`config.mk`:
```
export PLATFORM = sky130hd
export DESIGN_NAME = image_frame_sequencer
export DESIGN_NICKNAME = d
export VERILOG_FILES = /design/src/rtl/image_frame_sequencer.sv
export SDC_FILE = /design/constraint.sdc
export NUM_CORES = 1
export LEC_CHECK = 0
export BUFFER_PORTS_ARGS = -buffer_cell sky130_fd_sc_hd__clkbuf_2
export CAP_MARGIN = 20
export CELL_PAD_IN_SITES_DETAIL_PLACEMENT = 1
export CELL_PAD_IN_SITES_GLOBAL_PLACEMENT = 1
export CORE_MARGIN = 4
export CORE_UTILIZATION = 35
export CTS_CLUSTER_DIAMETER = 150
export DETAILED_ROUTE_END_ITERATION = 7
export PLACE_DENSITY_LB_ADDON = 0.1
export SLEW_MARGIN = 25
export SYNTH_ARGS = -nofsm -noshare
export SYNTH_HDL_FRONTEND = slang
export SYNTH_SLANG_ARGS = --single-unit
```
`constraint.sdc`:
```
create_clock -name clk -period 2.1 [get_ports clk]
set_clock_uncertainty 0.05 [all_clocks]
set_input_delay 0 -clock clk [delete_from_list [all_inputs] [get_ports clk]]
set_output_delay 0 -clock clk [all_outputs]
set_load 0.02 [all_outputs]
```
`src/rtl/image_frame_sequencer.sv`:
```
// Frame sequencer: walks an image in raster order, gathers clamped 3x3 windows,
// runs them through image_processor and writes results back. Option: IMAGE_FRAME_SEQUENCER_ZERO_PAD_EN.
module image_frame_sequencer #(
  parameter int DATA_WIDTH = 8,
  parameter int IMG_W      = 64,
  parameter int IMG_H      = 64,
  parameter int ADDR_WIDTH = 12
) (
  input  logic                    clk,
  input  logic                    rst_n,
  input  logic                    start,
  input  logic [1:0]              filter_sel,
  output logic                    busy,
  output logic                    done,
  output logic                    src_rd_en,
  output logic [ADDR_WIDTH-1:0]   src_rd_addr,
  input  logic [DATA_WIDTH-1:0]   src_rd_data,
  output logic                    dst_wr_en,
  output logic [ADDR_WIDTH-1:0]   dst_wr_addr,
  output logic [DATA_WIDTH-1:0]   dst_wr_data,
  output logic [1:0]              proc_config_select,
  output logic [DATA_WIDTH*9-1:0] proc_in_data,
  output logic                    proc_in_valid,
  input  logic                    proc_in_ready,
  input  logic [DATA_WIDTH-1:0]   proc_out_data,
  input  logic                    proc_out_valid,
  output logic                    proc_out_ready,
  output logic [2:0]              o_dbg_state
);
  // Handshakes: a transfer happens on a rising edge where valid & ready are both 1;
  // the sender holds valid and data stable until then.
  localparam int ROW_W = (IMG_H > 1) ? $clog2(IMG_H) : 1;
  localparam int COL_W = (IMG_W > 1) ? $clog2(IMG_W) : 1;

  typedef enum logic [2:0] {
    S_IDLE, S_FETCH, S_SEND, S_WAIT, S_WRITE, S_DONE
  } state_t;

  state_t                  r_state, w_next;
  logic [ROW_W-1:0]        r_row;
  logic [COL_W-1:0]        r_col;
  logic [3:0]              r_fetch_cnt;
  logic [DATA_WIDTH*9-1:0] r_taps;
  logic [DATA_WIDTH-1:0]   r_result;
  logic [1:0]              r_cfg;

  logic                    w_row_lo, w_row_hi, w_col_lo, w_col_hi, w_last;
  logic [1:0]              w_rd_dy, w_rd_dx;
  logic [ROW_W-1:0]        w_rd_row;
  logic [COL_W-1:0]        w_rd_col;
  logic [ADDR_WIDTH-1:0]   w_rd_addr, w_pix_addr;
  logic [DATA_WIDTH-1:0]   w_cap_data;

  // Offset codes: 0 = -1, 1 = 0, 2 = +1; tap k = dy*3 + dx.
  function automatic logic [1:0] tap_dy(input logic [3:0] k);
    case (k)
      4'd0, 4'd1, 4'd2: return 2'd0;
      4'd3, 4'd4, 4'd5: return 2'd1;
      default:          return 2'd2;
    endcase
  endfunction

  function automatic logic [1:0] tap_dx(input logic [3:0] k);
    case (k)
      4'd0, 4'd3, 4'd6: return 2'd0;
      4'd1, 4'd4, 4'd7: return 2'd1;
      default:          return 2'd2;
    endcase
  endfunction

  assign w_row_lo = (r_row == '0);
  assign w_row_hi = (r_row == ROW_W'(IMG_H - 1));
  assign w_col_lo = (r_col == '0);
  assign w_col_hi = (r_col == COL_W'(IMG_W - 1));
  assign w_last   = w_row_hi && w_col_hi;

  always_comb begin
    w_rd_dy  = tap_dy(r_fetch_cnt);
    w_rd_dx  = tap_dx(r_fetch_cnt);
    w_rd_row = r_row;
    w_rd_col = r_col;
    if (w_rd_dy == 2'd0 && !w_row_lo)      w_rd_row = r_row - ROW_W'(1);
    else if (w_rd_dy == 2'd2 && !w_row_hi) w_rd_row = r_row + ROW_W'(1);
    if (w_rd_dx == 2'd0 && !w_col_lo)      w_rd_col = r_col - COL_W'(1);
    else if (w_rd_dx == 2'd2 && !w_col_hi) w_rd_col = r_col + COL_W'(1);
  end

  assign w_rd_addr  = ADDR_WIDTH'(w_rd_row) * ADDR_WIDTH'(IMG_W) + ADDR_WIDTH'(w_rd_col);
  assign w_pix_addr = ADDR_WIDTH'(r_row) * ADDR_WIDTH'(IMG_W) + ADDR_WIDTH'(r_col);

`ifdef IMAGE_FRAME_SEQUENCER_ZERO_PAD_EN
  // Data arriving now belongs to the tap read one cycle earlier.
  logic [3:0] w_cap_k;
  logic [1:0] w_cap_dy, w_cap_dx;
  logic       w_cap_oob;
  assign w_cap_k    = r_fetch_cnt - 4'd1;
  assign w_cap_dy   = tap_dy(w_cap_k);
  assign w_cap_dx   = tap_dx(w_cap_k);
  assign w_cap_oob  = (w_cap_dy == 2'd0 && w_row_lo) || (w_cap_dy == 2'd2 && w_row_hi) ||
                      (w_cap_dx == 2'd0 && w_col_lo) || (w_cap_dx == 2'd2 && w_col_hi);
  assign w_cap_data = w_cap_oob ? '0 : src_rd_data;
`else
  assign w_cap_data = src_rd_data;
`endif

  always_comb begin
    w_next = r_state;
    case (r_state)
      S_IDLE:  if (start) w_next = S_FETCH;
      S_FETCH: if (r_fetch_cnt == 4'd9) w_next = S_SEND;
      S_SEND:  if (proc_in_ready) w_next = S_WAIT;
      S_WAIT:  if (proc_out_valid) w_next = S_WRITE;
      S_WRITE: w_next = w_last ? S_DONE : S_FETCH;
      S_DONE:  w_next = S_IDLE;
      default: w_next = S_IDLE;
    endcase
  end

  always_ff @(posedge clk or negedge rst_n) begin
    if (!rst_n) begin
      r_state     <= S_IDLE;
      r_row       <= '0;
      r_col       <= '0;
      r_fetch_cnt <= '0;
      r_taps      <= '0;
      r_result    <= '0;
      r_cfg       <= '0;
    end else begin
      r_state <= w_next;
      case (r_state)
        S_IDLE: if (start) begin
          r_cfg       <= filter_sel;
          r_row       <= '0;
          r_col       <= '0;
          r_fetch_cnt <= '0;
        end
        S_FETCH: begin
          for (int k = 0; k < 9; k++)
            if (r_fetch_cnt == 4'(k + 1)) r_taps[DATA_WIDTH*k +: DATA_WIDTH] <= w_cap_data;
          r_fetch_cnt <= (r_fetch_cnt == 4'd9) ? 4'd0 : r_fetch_cnt + 4'd1;
        end
        S_WAIT: if (proc_out_valid) r_result <= proc_out_data;
        S_WRITE: if (!w_last) begin
          if (w_col_hi) begin
            r_col <= '0;
            r_row <= r_row + ROW_W'(1);
          end else begin
            r_col <= r_col + COL_W'(1);
          end
        end
        default: ;
      endcase
    end
  end

  assign busy               = (r_state != S_IDLE);
  assign done               = (r_state == S_DONE);
  assign src_rd_en          = (r_state == S_FETCH) && (r_fetch_cnt < 4'd9);
  assign src_rd_addr        = src_rd_en ? w_rd_addr : '0;
  assign dst_wr_en          = (r_state == S_WRITE);
  assign dst_wr_addr        = dst_wr_en ? w_pix_addr : '0;
  assign dst_wr_data        = dst_wr_en ? r_result : '0;
  assign proc_config_select = r_cfg;
  assign proc_in_data       = r_taps;
  assign proc_in_valid      = (r_state == S_SEND);
  assign proc_out_ready     = (r_state == S_WAIT);
  assign o_dbg_state        = r_state;
endmodule
```
# Word level (Yosys, flattened, before mapping)
# Cells that the tools add are included.
[totals]
register_bits = 101
in_bits = 23
output_inout_bits = 115
word_cells = 110
[op_classes]
n_addsub = 7
order_cmp = 1
eq_ne = 24
n_reduce_logical = 38
muxes = 25
[ops]
columns = ["cell", "count"]
rows = [
  ["$mux W6", 9],
  ["$add A12 B6 Y12", 2],
  ["$mux W12", 2],
  ["$pmux W6 S2", 2],
  ["$reduce_and A2 Y1", 12],
  ["$eq A4 B3 Y1 const B", 4],
  ["$mux W3", 5],
  ["$pmux W3 S5", 1],
  ["$add A6 B1 Y6 const B", 2],
  ["$eq A6 B6 Y1 const B", 2],
  ["$logic_not A6 Y1", 2],
  ["$reduce_or A3 Y1", 4],
  ["$sub A6 B1 Y6 const B", 2],
  ["$eq A4 B2 Y1 const B", 2],
  ["$eq A4 B4 Y1 const B", 2],
  ["$mux W4", 2],
  ["$mux W8", 1],
  ["$ne A2 B2 Y1 const B", 4],
  ["$pmux W2 S2", 2],
  ["$pmux W4 S2", 1],
  ["$reduce_and A4 Y1", 2],
  ["$eq A3 B2 Y1 const B", 2],
  ["$eq A3 B3 Y1 const B", 2],
  ["$logic_and A1 B1 Y1", 6],
  ["13 further kinds", 20],
]

# Longest topological paths before layout
[logic_depth]
ltp_word = 9
ltp_mapped = 7

# Worst setup path after synthesis
# OpenSTA, ideal clock, no wires.
[synth_timing]
path_type = "flip-flop to output port"
from = "register r_col[0]"
to = "output port src_rd_addr[3]"
path_stages_with_launch = 8
t_arrival_ps = 2021
setup_slack_ps = 29
path_buffers = 1
t_required_ps = 2050
cell_sequence = "dfrtp_1 > ha_1 > and3_1 > and3_1 > clkbuf_1 > nor3_1 > o21a_1 > nor3_1"
[synth_between]
elab_chain_cells = 7
[synth_lines]
columns = ["item", "line", "rtl"]
rows = [
  ["start, declared", "41", "logic [COL_W-1:0] r_col;"],
  ["start signal, assigned", "148", "r_col <= r_col + COL_W'(1);"],
  ["parallel branches: the longest is 4 deep, another holds $add A6 B1 Y6", "--", ""],
  ["$mux W6 (*)", "84", "if (w_rd_dx == 2'd0 && !w_col_lo) w_rd_col = r_col - COL_W'(1);"],
  ["$add A12 B6 Y12 (*)", "88", "assign w_rd_addr = ADDR_WIDTH'(w_rd_row) * ADDR_WIDTH'(IMG_W) + ADDR_WIDTH'(w_rd_col);"],
  ["$mux W12 (*)", "159", "assign src_rd_addr = src_rd_en ? w_rd_addr : '0;"],
  ["end, declared", "16", "output logic [ADDR_WIDTH-1:0] src_rd_addr,"],
]
# Every way passes the cells marked *.

# Worst setup path after layout
[layout_timing]
from = "register r_row[0]"
to = "output port src_rd_addr[6]"
[layout_between]
elab_chain_cells = 7
[layout_lines]
columns = ["item", "line", "rtl"]
rows = [
  ["start, declared", "40", "logic [ROW_W-1:0] r_row;"],
  ["start signal, assigned", "146", "r_row <= r_row + ROW_W'(1);"],
  ["parallel branches: the longest is 4 deep, another holds $add A6 B1 Y6", "--", ""],
  ["$mux W6 (*)", "82", "if (w_rd_dy == 2'd0 && !w_row_lo) w_rd_row = r_row - ROW_W'(1);"],
  ["$add A12 B6 Y12 (*)", "88", ""],
  ["$mux W12 (*)", "159", ""],
]
# Marks and branches as above.

==> results.md <==
* Outcome: finished, violations left
* Failing checks: setup timing
* Switch share at 42.52%
* Post-synthesis mux area share at 19.90%
* Seq/Total Area, Yosys at 51.60%
* CP Buf/Inv Count at 3
* Fin Setup TNS at -942.3 ps
* Total grt overflow at 0
* Iteration count of the initial detailed-routing pass at 4
* Synth cell count leaders: 101 x dfrtp_1, 75 x mux2_2, 31 x nand2_1
* Via count at 4180
* Max Fanout on Critical Path at 2
* Most used routing layer in global routing: met2
* Row count at 42
* Final HPWL DP at 10440 um
* Antenna-violating nets left at 0
* Max VDD drop at 0.0008588 V
* Final Wtd Congestion at 0.8282
* Finish-stage setup viols at 9
* Required time worst endpoint at 2050 ps
* CP Launch Type: flip-flop
* Max cap viols at 0
* Yosys reg bits at 101
* Yosys synthesis warning count at 0
* Final nets at 659
* Clk buf depth at 2
* Cell variety after synth at 48
* Max incr delay on CP at 410 ps
* Min-delay worst type: primary input to flip-flop
* First-pass GRT wire length at 24270 um
* Initial Util at 36.41%
* GR Layer Usage met1 at 22.56%
* Crit end category: output pin
* Crit path time final at 2288 ps
* Hold Startpoint: src_rd_data[7]
* Initial DRC Count at 198
* CTS buffer count at 9
* Post-Synthesis Cells at 429
* RSZ-0062 raised after global routing: true
* Vias/cell at 5.160
* Top cell type by total area after synthesis: dfrtp_1
* Die width at 126.3 um
* Fin. Hold Viols at 0
* Post-Synth Adder-Cell Area at 1.533%
* R2R Setup Slk at 120 ps
* GRT Total Usage at 18.98%
* ANT cells at 0
* WL/cell at 18.81 um
* Post-route cell area at 0.007020 mm^2
* Layout cells sized above 1 at 57.10%
* CP Cell Sequence: inv_2 -> ha_4 -> or3b_4 -> o31ai_4 -> buf_4 -> nand2_2 -> xnor2_2 -> nor2_1 -> buf_4
* FF-to-FF path depth at 5
* Max-slew headroom at 67.26%
* Clock Sinks at 101
* Main area contributors after synthesis: dfrtp_1 52%, mux2_2 17%, and3_1 2.6%
* Power Dens Cells at 1734 mW/mm^2
* WS Path Type: flip-flop to output pin
* RR Startpoint: o_dbg_state[2]$_DFFE_PN0P_
* Synth Area in Compound Gates at 8.429%
* Input/output buffers at 137
* CTS tree: yes
* DRC errors left at 0
* CTS Root Buffer Type: clkbuf_16
* Worst path most repeated cell: buf_4
* Max-slew violations at 0
* Measured slew at the worst slew-check pin at 491.1 ps
* Clock transition at path regs at 70 ps
* Hold Crit Endpoint: proc_in_data[63]$_DFFE_PN0P_
* Synth Area per Inst at 11.42 um^2
* Post-Synth XOR/XNOR Area at 1.252%
* Synthesized area at 0.004898 mm^2
* Hold path cells at 2
* Slowest cell on crit path: dfrtp_1
* Largest net degree at the start of global routing at 69
* Ys flop type: dfrtp_1
* GRT met3 Usage at 6.011%
* Final WL at 15230 um
* Comb power frac at 58.1%
* Met2 Resource Use GR at 33.83%
* Die Area at 0.01595 mm^2
* Top-count cell post-synth: dfrtp_1
* Largest family of logic cells by synthesized area: multiplexers
* Register share of total power at 28.7%
* Post-DP Area at 0.005987 mm^2
* DIE HEIGHT at 126.3 um
* Final Cycle Share at 108.9%
* Net switching power at 5.176 mW
* Number of synthesized flops with an enable pin at 0
* Clock share of power at 13.2%
* Number of global-route vias before repair at 4464
* Internal Power at 6.996 mW
* Fmax at 0.4371 GHz
* Initial antenna violation count at 0
* Synth Area in Simple Gates at 14.36%
* Top delay family on crit path: simple AND/OR/NAND/NOR gates
* Worst endpoint data arrival time at 2240 ps
* Yosys top cell area share at 51.60%
* Cell leakage power at 3.350 nW
* Final WS setup at -187.8 ps
* Clk_lat worst skew at 340 ps
* R2R Path End: proc_in_data[47]$_DFFE_PN0P_
* Area grow syn2layout at 43.32%
* Final core occ at 52.19%
* I/O pins at 138
* H-tree levels at 3
* Syn Nets at 458
* CORE AREA at 0.01345 mm^2
* Async S/R FF share, synth at 100.0%
[power groups by stage]
stage | Combinational [mW] | Sequential (mW) | Clock [mW]
final | 7.08 | 3.49 | 1.60
after global routing | 7.61 | 3.63 | 1.75
after CTS | 6.46 | 3.48 | 1.66
after detailed placement | 5.72 | 3.47 | 0
after global placement | 5.60 | 3.42 | 0
after floorplan | 2.83 | 4.25 | 0
[worst reg2reg max path, stage by stage, from the launching register on]
cell	delay (ps)
dfrtp_1	400
or3b_4	450
nor3b_2	200
buf_4	150
nand2_1	250
mux2_2	380
[kinds of logic after synthesis]
kind of cell | count (synthesis)
fa+ha+maj | 6
simple gates | 135
compound gates | 62
flops | 101
xor+xnor | 7
buf+inv | 34
mux | 84
[per-stage QoR]
stage          hold slack, ps  power, mW  std cells  setup WS, ps
2_1_floorplan          -345.6      7.077        429         28.61
3_3_place_gp           -56.41      9.015        754         44.89
3_5_place_dp           -48.49      9.189        754        -14.88
4_1_cts                 20.84      11.59        793        -264.4
5_1_grt                 29.74      12.99        810        -238.1
6_report                18.29      12.17        810        -187.8
[final cells by class]
cell class	count	area (um^2)
clock inverter	6	60.06
inverter	9	33.78
timing repair buffer	215	1388
fill	1510	6432
tap	176	220.2
multi-input combinational	294	2560
clock buffer	9	225.2
sequential	101	2534
[metal layers]
metal	up-vias	wire length (um)	share of wire, %
li1	1945	-	-
met1	2115	6169	40
met2	111	7997	52
met3	9	965	6.3
met4	0	101	0.66
met5	-	0	0
[worst max-delay path by stage]
| stage | startpoint | to | depth (start not counted) |
|---|---|---|---|
| 6_report | r_row[0]$_DFFE_PN0P_ | src_rd_addr[6] | 9 |
| 2_1_floorplan | r_col[0]$_DFFE_PN0P_ | src_rd_addr[3] | 7 |
| 5_1_grt | r_row[0]$_DFFE_PN0P_ | src_rd_addr[6] | 9 |
| 3_5_place_dp | r_row[0]$_DFFE_PN0P_ | src_rd_addr[9] | 8 |
| 4_1_cts | r_row[0]$_DFFE_PN0P_ | src_rd_addr[9] | 8 |
| 3_3_place_gp | r_col[1]$_DFFE_PN0P_ | r_row[2]$_DFFE_PN0P_ | 6 |
[layout by cell type (no fill, tap or decap), drive strengths merged, types with 2 or more instances in the layout]
cell type and count:
clkinvlp 2, a21o 3, clkinv 2, ha 6, and3b 2, and3 20
o211ai 3, or3 3, nor2b 4, a211oi 2, o21a 2, nand2b 6
a21oi 14, nand3b 2, o31ai 3, mux2 83, or3b 2, buf 79
xnor2 6, o21ai 13, nor3b 3, and2 2, o22ai 3, inv 11
a31oi 8, nor2 26, nand3 15, o32ai 2, nor3 14, nand2 31
dlygate4sd3 12, dfrtp 101, clkbuf 133, a22o 5
[flip-flops by register name (all words and copies together) (netlist names)]
signal / count
proc_in_data: 72
r_result: 8
r_col: 6
r_row: 6
r_fetch_cnt: 4
o_dbg_state: 3
proc_config_select: 2
[repair_timing]
action                     CTS  global route
setup endpoints to repair   12            25
pin swaps                   18            28
setup buffers               13            19
hold endpoints to repair    44             0
gates resized for setup     52            53
hold buffers                12             0
Note: power is estimated with default switching activity, not from simulation.
